`src/rtl/seg14_scan_sched.sv`:
```
// Scan scheduler for a 12-digit 14-segment display: shadow/active message buffers,
// programmable dwell, blanking and scroll; all outputs registered one cycle after the state decision.
module seg14_scan_sched #(
  parameter int DIV_W   = 16,
  parameter int MSG_LEN = 16
) (
`ifdef USE_POWER_PINS
  inout  wire              vdd,
  inout  wire              vss,
`endif
  input  logic             clk,
  input  logic             rst_n,
  input  logic             en,
  input  logic [DIV_W-1:0] tick_div,
  input  logic [3:0]       blank_cyc,
  input  logic             scroll_en,
  input  logic [7:0]       scroll_div,
  input  logic             wr_en,
  input  logic [3:0]       wr_addr,
  input  logic [13:0]      wr_data,
  input  logic             commit,
  output logic             commit_pend,
  output logic             frame_done,
  output logic [11:0]      sel,
  output logic [13:0]      segm
);

  typedef enum logic [1:0] {IDLE, BLANK, SHOW} state_t;

  state_t           state, state_n;
  logic [3:0]       digit, digit_n;
  logic [DIV_W-1:0] cnt, cnt_n;
  logic [3:0]       offset, offset_n;
  logic [7:0]       scnt, scnt_n;
  logic [13:0]      shadow [MSG_LEN];
  logic [13:0]      active [MSG_LEN];
  logic             start_digit, boundary, apply;
  logic [3:0]       idx;
  logic [11:0]      sel_n;
  logic [13:0]      segm_n;
  logic             fd_n;

  always_comb begin
    state_n     = state;
    digit_n     = digit;
    cnt_n       = cnt;
    start_digit = 1'b0;
    boundary    = 1'b0;
    if (!en) begin
      state_n = IDLE;
      digit_n = '0;
      cnt_n   = '0;
    end else begin
      case (state)
        IDLE: begin
          digit_n     = '0;
          start_digit = 1'b1;
        end
        BLANK: begin
          if (cnt == '0) begin
            state_n = SHOW;
            cnt_n   = tick_div;
          end else begin
            cnt_n = cnt - DIV_W'(1);
          end
        end
        SHOW: begin
          if (cnt != '0) begin
            cnt_n = cnt - DIV_W'(1);
          end else begin
            boundary    = (digit == 4'd11);
            digit_n     = boundary ? 4'd0 : digit + 4'd1;
            start_digit = 1'b1;
          end
        end
        default: state_n = IDLE;
      endcase
      // Phase lengths are sampled here, at the start of each digit slot.
      if (start_digit) begin
        if (blank_cyc == 4'd0) begin
          state_n = SHOW;
          cnt_n   = tick_div;
        end else begin
          state_n = BLANK;
          cnt_n   = DIV_W'(blank_cyc - 4'd1);
        end
      end
    end

    apply    = boundary & commit_pend;
    offset_n = offset;
    scnt_n   = scroll_en ? scnt : 8'd0;
    if (apply) begin
      offset_n = '0;
      scnt_n   = '0;
    end else if (boundary && scroll_en) begin
      if (scnt == scroll_div) begin
        offset_n = offset + 4'd1;
        scnt_n   = '0;
      end else begin
        scnt_n = scnt + 8'd1;
      end
    end

    // Look ahead to the post-commit buffer so digit 0 shows new data immediately.
    idx    = offset_n + digit_n;
    sel_n  = (state_n == SHOW) ? (12'd1 << digit_n) : 12'd0;
    segm_n = (state_n == SHOW) ? (apply ? shadow[idx] : active[idx]) : 14'd0;
    fd_n   = (state_n == SHOW) && (digit_n == 4'd11) && (cnt_n == '0);
  end

  always_ff @(posedge clk or negedge rst_n) begin
    if (!rst_n) begin
      state       <= IDLE;
      digit       <= '0;
      cnt         <= '0;
      offset      <= '0;
      scnt        <= '0;
      commit_pend <= 1'b0;
      frame_done  <= 1'b0;
      sel         <= '0;
      segm        <= '0;
    end else begin
      state       <= state_n;
      digit       <= digit_n;
      cnt         <= cnt_n;
      offset      <= offset_n;
      scnt        <= scnt_n;
      commit_pend <= commit | (commit_pend & ~apply);
      frame_done  <= fd_n;
      sel         <= sel_n;
      segm        <= segm_n;
    end
  end

  // The copy reads shadow before this edge's write lands.
  always_ff @(posedge clk or negedge rst_n) begin
    if (!rst_n) begin
      for (int i = 0; i < MSG_LEN; i++) begin
        shadow[i] <= '0;
        active[i] <= '0;
      end
    end else begin
      if (apply) begin
        for (int i = 0; i < MSG_LEN; i++) active[i] <= shadow[i];
      end
      if (wr_en) shadow[wr_addr] <= wr_data;
    end
  end

endmodule

```
`config.mk`:
```
export PLATFORM = sky130hd
export DESIGN_NAME = seg14_scan_sched
export DESIGN_NICKNAME = d
export VERILOG_FILES = /design/src/rtl/seg14_scan_sched.sv
export SDC_FILE = /design/constraint.sdc
export NUM_CORES = 1
export LEC_CHECK = 0
export ABC_AREA = 1
export CORE_MARGIN = 4
export CORE_UTILIZATION = 35
export CTS_CLUSTER_DIAMETER = 150
export DETAILED_ROUTE_END_ITERATION = 8
export HOLD_SLACK_MARGIN = 0.03
export SETUP_SLACK_MARGIN = 0.4
export SLEW_MARGIN = 0
export SYNTH_ARGS = -nofsm -noshare
export SYNTH_HDL_FRONTEND = slang
export SYNTH_SLANG_ARGS = --single-unit
```
`constraint.sdc`:
```
create_clock -name clk -period 5.35 [get_ports clk]
set_input_delay 1.07 -clock clk [delete_from_list [all_inputs] [get_ports clk]]
set_output_delay 1.07 -clock clk [all_outputs]
set_load 0.01 [all_outputs]
```
# --- Word level (Yosys, flattened, before mapping) ---
# Cells that the tools add are included.
word_totals:
  wordCells: 114
  output_inout_bits: 28
  inputBits: 52
  reg_bits: 510
classes:
  n_shift: 1
  n_addsub: 6
  bitwise: 6
  reduce_logical: 10
  mux: 40
  n_eq_ne: 7
  n_lt_le_gt_ge: 3
ops:
  columns: ["cell", "n"]
  rows:
  - ["$bwmux W224", 1]
  - ["$bmux W14 S4", 2]
  - ["$mux W14", 7]
  - ["$mux W16", 5]
  - ["$demux W14 S4", 1]
  - ["$logic_not A16 Y1", 2]
  - ["$mux W8", 4]
  - ["$pmux W16 S2", 1]
  - ["$mux W4", 6]
  - ["$reduce_bool A16 Y1", 1]
  - ["$sub A16 B1 Y16 const B", 1]
  - ["$mux W12", 1]
  - ["$shl A1 B4 Y12 const A", 1]
  - ["$ge A5 B5 Y1 const B", 2]
  - ["$not A4 Y5", 2]
  - ["$add A4 B1 Y4 const B", 2]
  - ["$add A8 B1 Y8 const B", 1]
  - ["$eq A4 B4 Y1 const B", 2]
  - ["$eq A8 B8 Y1", 1]
  - ["$mux W2", 4]
  - ["$pmux W4 S2", 1]
  - ["$lt A5 B1 Y1 const B", 1]
  - ["$mux W1", 5]
  - ["$sub A4 B1 Y5 const B", 1]
  - ["13 further kinds", 18]

# --- Depth between registers and ports, before layout ---
logic_depth:
  word_depth: 14
  mapped_depth: 27
  depth_no_buf: 23

# --- Worst setup path before layout ---
# Ideal clock, no wire load.
synth_timing:
  path_type: "input-to-reg"
  start: "input port en"
  end: "register segm[3]"
  t_arrival_ns: 4.336
  path_slack_ns: 0.943
  setup_ns: 0.071
  path_stages: 19
  required_ns: 5.279
  n_path_buf: 5
  path_cell_list: "clkbuf_1 > nand2_1 > inv_2 > nand3_1 > inv_2 > clkbuf_1 > buf_2 > nor2_1 > ha_1 > fa_1 > xnor2_1 > clkinv_1 > clkbuf_1 > clkbuf_1 > o21ai_0 > nand2_1 > nand3_1 > nand2_1 > nor2_1"
synth_between:
  elab_chain_cells: 11
  word_cells_on_any_way: 18
  cone_classes: "add/sub: 1; eq/ne: 1; mux: 13; bitwise: 2; reduce/logical: 1"
synth_lines:
  columns: ["item", "line_no", "rtl"]
  rows:
  - ["start: declaration", "13", "input logic en,"]
  - ["$mux W1 *", "49", "if (!en) begin"]
  - ["$logic_and A1 B1 Y1", "96", "end else if (boundary && scroll_en) begin"]
  - ["$mux W4", "96", null]
  - ["$mux W4 *", "93", "if (apply) begin"]
  - ["net offset_n[0]", "33", "logic [3:0] offset, offset_n;"]
  - ["$add A4 B4 Y4 *", "106", "idx = offset_n + digit_n;"]
  - ["$not A4 Y5 (not written as such) *", "108", "segm_n = (state_n == SHOW) ? (apply ? shadow[idx] : active[idx]) : 14'd0;"]
  - ["$bmux W14 S4", "108", null]
  - ["$mux W14 (not written as such) (2 in series)", "108", null]
  - ["$mux W14 * (2 in series)", "108", null]
  - ["net segm_n[3]", "40", "logic [13:0] segm_n;"]
  - ["end signal: assignment", "132", "segm <= segm_n;"]
  - ["end: declaration", "25", "output logic [13:0] segm"]
# Mark *: on every way through the listed nets, which the timed path passes. The rest lies on a longest branch. The select of a mux whose other input is x is not followed.
# A chain may end at the register's enable or synchronous reset.

# --- Worst setup path in the final report ---
layout_timing:
  start: "input port en"
  end: "register segm[2]"
# The elaborated chain is that of the path after synthesis.

==> flow_metrics.py <==
metrics = {
    "pwr": {
        "p_seq_share_pct": 47.8,
        "powerDensity_mw_per_mm2": 335,
        "p_int_w": 0.00687,
        "pwr-share-clk_pct": 41.9,
        "peakVddDrop_uv": 236,
        "p_switching_w": 0.00253,
        "swShare_pct": 26.9,
        "leakage_nw": 13.5,
        "comb_power_share_pct": 10.3,
    },
    "sta": {
        "slew-limit-headroom_pct": 25.8,
        "worst_pin_slew_ns": 1.11,
        "period_share_pct": 84.0,
        "final_max_slew_viol_count": 0,
        "final.setup.tns_ns": 0,
        "fin_crit_ns": 4.50,
        "setup-violations-final": 0,
        "max_freq_ghz": 0.222,
        "rsz0062_at_grt": "false",
        "hold_viol_final": 0,
        "clock_skew_ns": 0.0557,
    },
    "clock_network": {
        "cts_buffer_depth": 3,
        "cts_tree": "built",
        "post-cts-setup-buffers": 0,
        "ctsResizeCount": 0,
        "htree_levels": 2,
        "cts-root-buf": "clkbuf_16",
        "cts_buffers": 56,
        "clk_pin_slew_ns": 0.06,
        "cts_sinks": 510,
        "hold_buffers": 0,
        "insertion_delay_ns": 0.65,
    },
    "cells_and_area": {
        "multiInputGateArea_mm2": 0.0101,
        "nNetsFinal": 3177,
        "layout-drive-gt1-share_pct": 5.61,
        "postLayoutCellArea_mm2": 0.0281,
        "fill_cells": 7096,
        "finalNonFillerCells": 4086,
        "syn_to_final_growth_pct": 14.8,
        "regArea_mm2": 0.0128,
    },
    "detailed_routing": {
        "drc": 0,
        "drt_pass1_iterations": 5,
        "via_per_inst": 5.14,
        "wl_per_cell_um": 18.0,
        "num_vias": 21000,
        "routed_wl_mm": 73.7,
        "ant_nets": 0,
        "drt_iter0_drc": 1998,
    },
    "global_route": {
        "antenna_found_initial": 3,
        "overflow": 0,
        "grt_pass1_wl_mm": 117,
        "grt_pass1_vias": 20200,
        "grt_max_degree": 157,
        "track_usage_pct": 19.7,
    },
    "logic_synthesis": {
        "synth_top_area_cell": "dfrtp_1",
        "syn-num-nets": 3192,
        "synth.yosys.seq_area_share_pct": 52.2,
        "syn_area_mm2": 0.0244,
        "syn_area_per_cell_um2": 7.82,
        "synth_area_leaders": "dfrtp_1 52%, nor2_1 10%, o21ai_0 9.1%, nand2_1 8.5%, a21oi_1 5.4%",
        "synth-warning-count": 0,
        "synth_top_area_share_pct": 52.2,
        "synth_seq_cells": 510,
        "synth_cell_type_count": 42,
        "syn_inst": 3125,
    },
    "critical_path": {
        "r2r_slack_ns": 0.93,
        "r2r-end": "segm[2]$_DFF_PN0_",
        "r2r-start": "cnt[0]$_DFF_PN0_",
        "cp.arrival_ns": 5.02,
        "cp-start-kind": "primary input",
        "r2r_cells": 21,
        "crit_path_end_kind": "register",
        "path_class": "primary input to register",
        "cp_data_required_time_ns": 5.87,
        "worstPathMaxFanout": 82,
        "crit_end": "segm[2]$_DFF_PN0_",
        "startpoint": "en",
    },
    "floorplan": {
        "rows": 96,
        "fp.dieH_um": 272,
        "start_util_pct": 35.4,
        "die_x_um": 272,
        "ioPinCount": 80,
        "dieArea_mm2": 0.0741,
        "coreArea_mm2": 0.0689,
    },
    "placement": {
        "place_inst": 3983,
        "dpl.hpwl_mm": 42.8,
        "place.gp.congestion": 0.898,
        "placed_area_mm2": 0.0262,
        "io_buffers": 79,
    },
    "job": {
        "drv_cap": 0,
    },
    "worst_hold_path": {
        "hp-class": "primary input to asynchronous set/reset pin",
    },
    "outcome": {
        "status": "completed",
    },
}
==> per-layer routing <==
| layer | share of wire (%) | track usage [%] |
|---|---|---|
| met1 | 47 | 28.8 |
| met2 | 44 | 30.5 |
| met3 | 6.8 | 3.20 |
| met4 | 2.4 | 5.27 |
| met5 | 0.027 | 0 |
==> cell usage after synthesis, drive strengths merged <==
| master | number |
|---|---|
| nor4 | 1 |
| a32o | 26 |
| nand2 | 561 |
| a21oi | 265 |
| nor3 | 10 |
| ha | 14 |
| nand3b | 4 |
| clkbuf | 139 |
| fa | 1 |
| o221ai | 2 |
| o21ai | 453 |
| xor2 | 9 |
| o21a | 1 |
| dfrtp | 510 |
| or2 | 1 |
| o32ai | 1 |
| clkinv | 3 |
| nor2 | 692 |
| a221oi | 13 |
| nand3 | 80 |
| a211oi | 1 |
| o211ai | 3 |
| o21bai | 1 |
| inv | 195 |
| buf | 63 |
| nand4 | 9 |
| a31oi | 28 |
| o22ai | 36 |
| xnor2 | 3 |
==> critical path: stages <==
cell	delay (ns)
clkdlybuf4s50_1	0.55
nand2_1	0.17
nor4_1	0.29
buf_4	0.16
nand2_1	0.09
xor2_1	0.15
nor2_1	0.10
ha_4	0.17
fa_4	0.81
buf_12	0.35
o21ai_0	0.20
o22ai_1	0.24
nand2_1	0.07
o21ai_0	0.12
nand2_1	0.08
nand3_1	0.08
nand2_1	0.06
nor2_1	0.16
==> power groups by stage <==
stage	clock (W)	combinational (W)	sequential, W
5_1_grt	0.00418	0.00113	0.00454
2_1_floorplan	0	0.000661	0.00447
3_3_place_gp	0	0.000952	0.00455
3_5_place_dp	0	0.000972	0.00455
6_report	0.00393	0.000972	0.00449
4_1_cts	0.00403	0.000975	0.00448
==> worst min path at each step <==
stage                                        from                 endpoint  slack (ns)  cells after the start
after floorplan           shadow[126]$_DFFE_PN0P_  shadow[126]$_DFFE_PN0P_        0.45                      2
after global placement    shadow[151]$_DFFE_PN0P_  shadow[151]$_DFFE_PN0P_        0.47                      2
after detailed placement   shadow[85]$_DFFE_PN0P_   shadow[85]$_DFFE_PN0P_        0.47                      2
after CTS                                   rst_n  shadow[100]$_DFFE_PN0P_        0.39                      1
after global routing                        rst_n  shadow[100]$_DFFE_PN0P_        0.43                      1
final                                       rst_n   active[78]$_DFFE_PN0N_        0.41                      1
==> cell usage in the layout (no fill, tap or decap), drive strengths merged, types with 3 or more instances in the layout <==
cell type,count
nor3,10
o21ai,453
ha,14
inv,197
dfrtp,510
bufinv,3
a21oi,265
nand4,9
a221oi,13
clkbuf,82
a31oi,28
clkdlybuf4s50,78
nand2,561
nand3,80
nand3b,4
buf,51
nor2,692
o211ai,3
o22ai,36
xor2,9
clkinv,15
xnor2,3
a32o,26
==> logic make-up (layout without fill, tap and decap cells) <==
| family | count (synthesis) | in the layout | synth area share, % |
|---|---|---|---|
| AO/OA/AOI/OAI | 830 | 830 | 18.2 |
| XOR/XNOR | 12 | 12 | 0.430 |
| adder cells (fa/ha/maj) | 15 | 15 | 0.799 |
| buffers and inverters | 400 | 428 | 6.49 |
| flip-flops | 510 | 510 | 52.2 |
| other | 0 | 2 | 0 |
| AND/OR/NAND/NOR | 1358 | 1358 | 21.8 |
==> flip-flops by register name, indices dropped and copies added, names as in the netlist <==
name / flops
frame_done: 1
offset: 4
commit_pend: 1
segm: 14
digit: 4
shadow: 224
sel: 12
cnt: 16
active: 224
scnt: 8
state: 2
==> cell type report <==
cell class	count	area share, %
timing repair buffer	129	4.75
multi-input combinational	2215	36.1
sequential	510	45.5
antenna	2	0.0178
clock buffer	82	5.92
tap	931	4.15
inverter	198	2.72
clock inverter	19	0.803
==> per-stage QoR <==
step / worst slack, ns / power (W) / utilization (%) / hold slack (ns)
floorplan: 0.943 / 0.00514 / - / 0.453
global placement: 0.288 / 0.00550 / 37.9 / 0.466
detailed placement: 0.279 / 0.00552 / 37.9 / 0.473
CTS: 0.909 / 0.00948 / 40.7 / 0.386
global route: 0.546 / 0.00985 / 40.7 / 0.432
finish: 0.854 / 0.00940 / 40.7 / 0.409
Note: power is estimated with default switching activity, not from simulation.
